**config.mk**
```make
export PLATFORM = sky130hd
export DESIGN_NAME = mem_bus_arbiter
export DESIGN_NICKNAME = d
export VERILOG_FILES = /design/src/rtl/mem_bus_pkg.sv /design/src/rtl/mem_bus_grant.sv /design/src/rtl/mem_bus_arbiter.sv
export SDC_FILE = /design/constraint.sdc
export NUM_CORES = 1
export LEC_CHECK = 0
export ABC_AREA = 1
export ABC_CLOCK_PERIOD_IN_PS = 4500
export CORE_MARGIN = 2
export CORE_UTILIZATION = 40
export DETAILED_ROUTE_END_ITERATION = 10
export HOLD_SLACK_MARGIN = 0.12
export PLACE_DENSITY = 0.83
export SLEW_MARGIN = 10
export SYNTH_ARGS = -nofsm -noshare
export SYNTH_HDL_FRONTEND = slang
export SYNTH_SLANG_ARGS = --single-unit
```
**constraint.sdc**
```tcl
create_clock -name clk -period 4.5 [get_ports clk]
set_clock_uncertainty 0.05 [all_clocks]
set_input_delay 0.675 -clock clk [delete_from_list [all_inputs] [get_ports clk]]
set_output_delay 0.675 -clock clk [all_outputs]
set_load 0.01 [all_outputs]
```
**src/rtl/mem_bus_pkg.sv**
```systemverilog
// Package: mem_bus_pkg
// Shared types and constants for the two-master SRAM bus arbiter.
//   state_t        arbiter FSM states (IDLE, REQ, RESP)
//   master_t       master identifier (M_IFU = 0, M_LSU = 1)
//   TIMEOUT_RDATA  read data returned with a timeout error response
// Optional feature macro: MEM_BUS_ARB_RR_EN (round-robin grant, see mem_bus_grant).
package mem_bus_pkg;

    typedef enum logic [1:0] {
        IDLE = 2'd0,
        REQ  = 2'd1,
        RESP = 2'd2
    } state_t;

    typedef logic master_t;

    localparam master_t M_IFU = 1'b0;
    localparam master_t M_LSU = 1'b1;

    localparam logic [31:0] TIMEOUT_RDATA = 32'hDEAD_BEEF;

endpackage

```
**src/rtl/mem_bus_grant.sv**
```systemverilog
// Module: mem_bus_grant
// Combinational winner select for the two-master arbiter.
// Ports:
//   if_valid   in   IFU request valid
//   ls_valid   in   LSU request valid
//   prio       in   master preferred on contention (only with MEM_BUS_ARB_RR_EN)
//   any_valid  out  at least one request pending
//   winner     out  granted master (meaningful only when any_valid = 1)
// Macro MEM_BUS_ARB_RR_EN: when defined, contention is resolved by prio
// (round-robin, driven by the top); otherwise LSU always beats IFU.
module mem_bus_grant
    import mem_bus_pkg::*;
(
    input  logic    if_valid,
    input  logic    ls_valid,
`ifdef MEM_BUS_ARB_RR_EN
    input  master_t prio,
`endif
    output logic    any_valid,
    output master_t winner
);

    always_comb begin
        any_valid = if_valid | ls_valid;
        winner    = M_LSU;
`ifdef MEM_BUS_ARB_RR_EN
        if (if_valid && ls_valid) begin
            winner = prio;
        end else if (if_valid) begin
            winner = M_IFU;
        end
`else
        if (if_valid && !ls_valid) begin
            winner = M_IFU;
        end
`endif
    end

endmodule

```
**src/rtl/mem_bus_arbiter.sv**
```systemverilog
// Module: mem_bus_arbiter
// Two-master, one-slave arbiter in front of the SRAM model. Master 0 is the
// IFU fetch port (read-only), master 1 the LSU data port (read/write). One
// request is in flight at a time: the winner's payload is registered, sent to
// the SRAM, and the response is returned to the winner only as a one-cycle
// ready pulse. If the SRAM does not answer within TIMEOUT_CYC cycles the
// request is dropped and the winner gets an error response.
// Parameters: ADDR_W, DATA_W (wmask = DATA_W/8), TIMEOUT_CYC (0 = wait forever).
// Ports:
//   clk, rst                         clock, synchronous active-high reset
//   if_valid/if_addr                 IFU request
//   if_ready/if_rdata/if_err         IFU response
//   ls_valid/ls_addr/ls_wen/
//   ls_wdata/ls_wmask                LSU request
//   ls_ready/ls_rdata/ls_err         LSU response
//   sram_valid/addr/wen/wdata/wmask  request to SRAM
//   sram_ready/sram_rdata            SRAM response
// Macro MEM_BUS_ARB_RR_EN: round-robin arbitration on contention instead of
// fixed LSU > IFU priority.
module mem_bus_arbiter
    import mem_bus_pkg::*;
#(
    parameter int ADDR_W      = 32,
    parameter int DATA_W      = 32,
    parameter int TIMEOUT_CYC = 255
) (
    input  logic                clk,
    input  logic                rst,

    input  logic                if_valid,
    input  logic [ADDR_W-1:0]   if_addr,
    output logic                if_ready,
    output logic [DATA_W-1:0]   if_rdata,
    output logic                if_err,

    input  logic                ls_valid,
    input  logic [ADDR_W-1:0]   ls_addr,
    input  logic                ls_wen,
    input  logic [DATA_W-1:0]   ls_wdata,
    input  logic [DATA_W/8-1:0] ls_wmask,
    output logic                ls_ready,
    output logic [DATA_W-1:0]   ls_rdata,
    output logic                ls_err,

    output logic                sram_valid,
    output logic [ADDR_W-1:0]   sram_addr,
    output logic                sram_wen,
    output logic [DATA_W-1:0]   sram_wdata,
    output logic [DATA_W/8-1:0] sram_wmask,
    input  logic                sram_ready,
    input  logic [DATA_W-1:0]   sram_rdata
);

    localparam int STRB_W = DATA_W / 8;
    localparam int CNT_W  = (TIMEOUT_CYC < 2) ? 1 : $clog2(TIMEOUT_CYC + 1);

    // The counter holds the number of completed wait cycles, so the request
    // is abandoned in the cycle where it would reach TIMEOUT_CYC.
    localparam logic [CNT_W-1:0] CNT_LAST =
        CNT_W'((TIMEOUT_CYC == 0) ? 0 : TIMEOUT_CYC - 1);

    state_t              state_q,  state_d;
    master_t             winner_q, winner_d;
    logic [ADDR_W-1:0]   addr_q,   addr_d;
    logic                wen_q,    wen_d;
    logic [DATA_W-1:0]   wdata_q,  wdata_d;
    logic [STRB_W-1:0]   wmask_q,  wmask_d;
    logic [DATA_W-1:0]   rdata_q,  rdata_d;
    logic                err_q,    err_d;
    logic [CNT_W-1:0]    cnt_q,    cnt_d;

    logic                any_valid;
    master_t             grant_winner;
    logic                timeout_hit;

`ifdef MEM_BUS_ARB_RR_EN
    master_t             ptr_q,    ptr_d;
`endif

    mem_bus_grant u_grant (
        .if_valid  (if_valid),
        .ls_valid  (ls_valid),
`ifdef MEM_BUS_ARB_RR_EN
        .prio      (ptr_q),
`endif
        .any_valid (any_valid),
        .winner    (grant_winner)
    );

    assign timeout_hit = (TIMEOUT_CYC != 0) && (cnt_q == CNT_LAST);

    always_comb begin
        state_d  = state_q;
        winner_d = winner_q;
        addr_d   = addr_q;
        wen_d    = wen_q;
        wdata_d  = wdata_q;
        wmask_d  = wmask_q;
        rdata_d  = rdata_q;
        err_d    = err_q;
        cnt_d    = cnt_q;
`ifdef MEM_BUS_ARB_RR_EN
        ptr_d    = ptr_q;
`endif

        case (state_q)
            IDLE: begin
                if (any_valid) begin
                    state_d  = REQ;
                    winner_d = grant_winner;
                    err_d    = 1'b0;
                    cnt_d    = '0;
`ifdef MEM_BUS_ARB_RR_EN
                    // Next contention goes to whoever did not win now.
                    ptr_d    = ~grant_winner;
`endif
                    if (grant_winner == M_LSU) begin
                        addr_d  = ls_addr;
                        wen_d   = ls_wen;
                        wdata_d = ls_wdata;
                        wmask_d = ls_wmask;
                    end else begin
                        // Fetch port is read-only: never let it write.
                        addr_d  = if_addr;
                        wen_d   = 1'b0;
                        wdata_d = '0;
                        wmask_d = '0;
                    end
                end
            end

            REQ: begin
                if (sram_ready) begin
                    state_d = RESP;
                    rdata_d = sram_rdata;
                    err_d   = 1'b0;
                end else if (timeout_hit) begin
                    state_d = RESP;
                    rdata_d = DATA_W'(TIMEOUT_RDATA);
                    err_d   = 1'b1;
                end else if (cnt_q != {CNT_W{1'b1}}) begin
                    cnt_d = cnt_q + 1'b1;
                end
            end

            RESP: begin
                state_d = IDLE;
            end

            default: begin
                state_d = IDLE;
            end
        endcase
    end

    always_ff @(posedge clk) begin
        if (rst) begin
            state_q  <= IDLE;
            winner_q <= M_LSU;
            addr_q   <= '0;
            wen_q    <= 1'b0;
            wdata_q  <= '0;
            wmask_q  <= '0;
            rdata_q  <= '0;
            err_q    <= 1'b0;
            cnt_q    <= '0;
`ifdef MEM_BUS_ARB_RR_EN
            ptr_q    <= M_LSU;
`endif
        end else begin
            state_q  <= state_d;
            winner_q <= winner_d;
            addr_q   <= addr_d;
            wen_q    <= wen_d;
            wdata_q  <= wdata_d;
            wmask_q  <= wmask_d;
            rdata_q  <= rdata_d;
            err_q    <= err_d;
            cnt_q    <= cnt_d;
`ifdef MEM_BUS_ARB_RR_EN
            ptr_q    <= ptr_d;
`endif
        end
    end

    // Request side: the registered payload is presented only while waiting.
    assign sram_valid = (state_q == REQ);
    assign sram_addr  = addr_q;
    assign sram_wen   = wen_q;
    assign sram_wdata = wdata_q;
    assign sram_wmask = wmask_q;

    // Response side: only the latched winner ever sees ready/rdata/err.
    assign if_ready = (state_q == RESP) && (winner_q == M_IFU);
    assign ls_ready = (state_q == RESP) && (winner_q == M_LSU);
    assign if_rdata = if_ready ? rdata_q : '0;
    assign ls_rdata = ls_ready ? rdata_q : '0;
    assign if_err   = if_ready & err_q;
    assign ls_err   = ls_ready & err_q;

endmodule

```
==> metrics.txt <==
# TYPE chip_impl_metric gauge
chip_impl_metric{name="drt_iter0_drcs",unit=""} 251
chip_impl_metric{name="port-buffer-count",unit=""} 275
chip_impl_info{name="start_of_the_worst_register_to_register_path",value="cnt_q[0]"} 1
chip_impl_metric{name="final_cell_area",unit="um^2"} 8130
chip_impl_metric{name="placed_cell_area",unit="um^2"} 7560
chip_impl_metric{name="syn_to_final_growth",unit="%"} 69.5
chip_impl_info{name="reg2reg_to",value="cnt_q[7]"} 1
chip_impl_metric{name="worst_max_slew_pin_slew",unit="ns"} 0.968
chip_impl_info{name="timing_worst_setup_path_type",value="reg2out"} 1
chip_impl_metric{name="route.vias.total",unit=""} 5393
chip_impl_metric{name="n_antenna_cell",unit=""} 0
chip_impl_metric{name="switching_power",unit="W"} 0.000743
chip_impl_metric{name="maxCapViolCount",unit=""} 0
chip_impl_metric{name="seqPwrFrac",unit="%"} 38.4
chip_impl_info{name="tritoncts",value="built"} 1
chip_impl_metric{name="post_route_drc",unit=""} 0
chip_impl_metric{name="slew-limit-headroom",unit="%"} 35.4
chip_impl_metric{name="synth_top_cell_area_share",unit="%"} 47.2
chip_impl_info{name="holdCritPathClass",value="reg2reg"} 1
chip_impl_metric{name="synth_warnings",unit=""} 0
chip_impl_metric{name="total_of_endpoints_with_negative_setup_slack_in_the_final_report",unit=""} 0
chip_impl_metric{name="setup_tns",unit="ns"} 0
chip_impl_metric{name="drt_pre_antenna_iters",unit=""} 4
chip_impl_metric{name="post_synth_instance_area",unit="um^2"} 4790
chip_impl_metric{name="clock_sinks",unit=""} 113
chip_impl_metric{name="instances_no_fill",unit=""} 1085
chip_impl_metric{name="cp.required",unit="ns"} 3.77
chip_impl_metric{name="synth-seq-area-share",unit="%"} 47.2
chip_impl_metric{name="synth_nets",unit=""} 817
chip_impl_metric{name="period_minus_slack",unit="ns"} 3.13
chip_impl_metric{name="worst_skew_pair.late_latency",unit="ns"} 0.41
chip_impl_metric{name="syn_area_per_cell",unit="um^2"} 7.08
chip_impl_metric{name="vdd_ir_drop_max",unit="V"} 0.000196
chip_impl_metric{name="drt-wirelength-per-cell",unit="um"} 14.8
chip_impl_metric{name="initial_core_util",unit="%"} 41.5
chip_impl_metric{name="cts.hold.buffers_added",unit=""} 0
chip_impl_info{name="ys_top_cells_by_area",value="dfxtp_1 47%, a21oi_1 15%, nand2_1 9.1%"} 1
chip_impl_metric{name="htree_num_levels",unit=""} 4
chip_impl_metric{name="dpl.hpwl",unit="um"} 11000
chip_impl_info{name="startpoint_class_of_the_critical_path",value="flip-flop"} 1
chip_impl_metric{name="share_clk_of_total_power",unit="%"} 43.3
chip_impl_metric{name="chipHeight",unit="um"} 113
chip_impl_metric{name="power",unit="W"} 0.00293
chip_impl_metric{name="post_cts_resized",unit=""} 0
chip_impl_metric{name="timing.critical_path.arrival",unit="ns"} 2.41
chip_impl_info{name="hold_path_end",value="rdata_q[14]"} 1
chip_impl_metric{name="post-cts-setup-buffer-count",unit=""} 0
chip_impl_metric{name="hold_viol_final",unit=""} 0
chip_impl_metric{name="power.switching_fraction",unit="%"} 25.4
chip_impl_metric{name="clk_path_buf_depth",unit=""} 2
chip_impl_metric{name="reg2reg_slack",unit="ns"} 2.46
chip_impl_info{name="rsz_0062_raised_after_global_routing",value="no"} 1
chip_impl_info{name="setup.worst_path.start",value="state_q[1]"} 1
chip_impl_metric{name="ant_nets",unit=""} 0
chip_impl_metric{name="p_leak",unit="nW"} 2.97
chip_impl_metric{name="antenna_found_initial",unit=""} 0
chip_impl_metric{name="clk_transition_reported_paths",unit="ns"} 0.05
chip_impl_metric{name="synth_cells",unit=""} 677
chip_impl_metric{name="post_synth_num_cell_types",unit=""} 25
chip_impl_metric{name="drt_wl_total",unit="um"} 16100
chip_impl_metric{name="layout_worst_path_cycle_share",unit="%"} 69.6
chip_impl_metric{name="maxSlewViolCount",unit=""} 0
chip_impl_metric{name="grt_first_pass_wirelength",unit="um"} 25000
chip_impl_info{name="post-synth-top-area-cell",value="dfxtp_1"} 1
chip_impl_metric{name="worstHoldPathCells",unit=""} 2
chip_impl_info{name="run_status",value="finished clean"} 1
chip_impl_metric{name="worst_r2r_path_depth",unit=""} 10
chip_impl_metric{name="drive_gt1_share",unit="%"} 4.88
chip_impl_metric{name="die_area",unit="um^2"} 12900
chip_impl_metric{name="placeableCoreArea",unit="um^2"} 11600
chip_impl_metric{name="power-per-cell-area",unit="nW/um^2"} 361
chip_impl_metric{name="num_io_pins",unit=""} 276
chip_impl_metric{name="first_global_vias",unit=""} 4985
chip_impl_info{name="clockRootBuffer",value="clkbuf_16"} 1
chip_impl_metric{name="power_frac_comb",unit="%"} 18.2
chip_impl_metric{name="grt_remaining_overflow",unit=""} 0
chip_impl_metric{name="p_int",unit="W"} 0.00219
chip_impl_metric{name="layout.nets",unit=""} 1069
chip_impl_metric{name="fmax",unit="MHz"} 319
chip_impl_metric{name="tritoncts.num_buffers",unit=""} 17
chip_impl_metric{name="viasPerCell",unit=""} 4.97
chip_impl_metric{name="die_x",unit="um"} 113
chip_impl_metric{name="place_inst",unit=""} 1053
chip_impl_info{name="worst_hold_startpoint",value="rdata_q[14]"} 1
chip_impl_metric{name="synth-seq-cells",unit=""} 113
chip_impl_metric{name="critical_path.max_fanout",unit=""} 33
chip_impl_metric{name="pin_count_of_the_biggest_net_entering_global_routing",unit=""} 72
chip_impl_metric{name="grt_util_all_layers",unit="%"} 24.7
chip_impl_info{name="worst_setup_path_end_kind",value="output pin"} 1
chip_impl_metric{name="core.rowCount",unit=""} 39
chip_impl_metric{name="place_congestion",unit=""} 0.814
cell usage in the layout (no fill, tap or decap), types with 2 or more instances in the layout:
cell	netlist	layout
a21oi_1	144	144
nand3_1	49	49
clkinv_2	0	4
inv_2	3	3
ha_1	2	2
clkbuf_1	29	5
o21ai_1	9	9
inv_1	49	49
clkbuf_16	0	17
nand2_1	116	116
dfxtp_1	113	113
buf_4	2	6
nor3_1	2	2
inv_4	2	2
nand2_4	2	2
o21ai_0	49	49
clkbuf_8	0	5
clkdlybuf4s50_1	0	274
nor2_1	82	81
worst max path at each step:
stage,endpoint,cells after the start
2_1_floorplan,if_rdata[10],5
3_3_place_gp,sram_wdata[27],7
3_5_place_dp,sram_wdata[6],7
4_1_cts,if_rdata[29],5
5_1_grt,if_rdata[6],5
6_report,if_rdata[29],5
sequential cells by signal, indices dropped and copies added (netlist names):
register and flops:
winner_q 1, sram_addr 32, state_q 2, sram_wen 1, sram_wmask 4, cnt_q 8, sram_wdata 32, rdata_q 32
err_q 1
stage by stage:
step	hold WS [ns]	setup slack [ns]	util, %
2_1_floorplan	0.389	2.47	-
3_3_place_gp	0.400	1.63	65.4
3_5_place_dp	0.403	1.58	65.4
4_1_cts	0.411	1.34	70.3
5_1_grt	0.430	1.09	70.3
6_report	0.409	1.37	70.3
worst max-delay path, stage by stage, from the launching register on:
cell and delay, ns:
dfxtp_1 0.40, inv_1 0.12, nor3_1 0.20, inv_1 0.45
nor2_1 0.26, clkdlybuf4s50_1 0.57
power groups by stage:
stage                     Clock (W)  Combinational [W]  Sequential (W)
after floorplan                   0           0.000214         0.00117
after global placement            0           0.000528         0.00114
after detailed placement          0           0.000534         0.00114
after CTS                   0.00129           0.000538         0.00113
after global routing        0.00134           0.000582         0.00113
final                       0.00127           0.000534         0.00113
cells by family (layout without fill, tap and decap cells):
kind of cell | after synthesis | in the layout | synth area share (%)
flip-flops | 113 | 113 | 47.2
AO/OA/AOI/OAI | 203 | 203 | 21.2
AND/OR/NAND/NOR | 257 | 257 | 22.4
adder cells (fa/ha/maj) | 2 | 2 | 0.522
buffers and inverters | 102 | 367 | 8.64
cells in the mapped netlist:
cell type and instances:
a21oi_1 144, buf_1 2, buf_2 14, buf_4 2
clkbuf_1 29, clkbuf_2 1, dfxtp_1 113, ha_1 2
inv_1 49, inv_2 3, inv_4 2, nand2_1 116
nand2_2 1, nand2_4 2, nand3_1 49, nand4_1 1
nor2_1 82, nor2_4 1, nor3_1 2, nor3_4 1
nor3b_1 1, o21ai_0 49, o21ai_1 9, o21bai_1 1
or2_2 1
area by class of cell:
cell class,count,area (um^2)
inverter,54,208
fill,958,3440
sequential,113,2260
timing repair buffer,281,2790
multi-input combinational,462,2120
tap,143,179
clock inverter,5,50.0
clock buffer,27,513
layer usage:
layer / vias to the layer above / GRT usage [%] / wire, um
met5: - / 0 / 0
li1: 2717 / - / -
met2: 220 / 42.8 / 8170
met4: 0 / 9.59 / 280
met1: 2435 / 28.6 / 6470
met3: 21 / 7.65 / 1180
(Power assumes the default switching activity.)
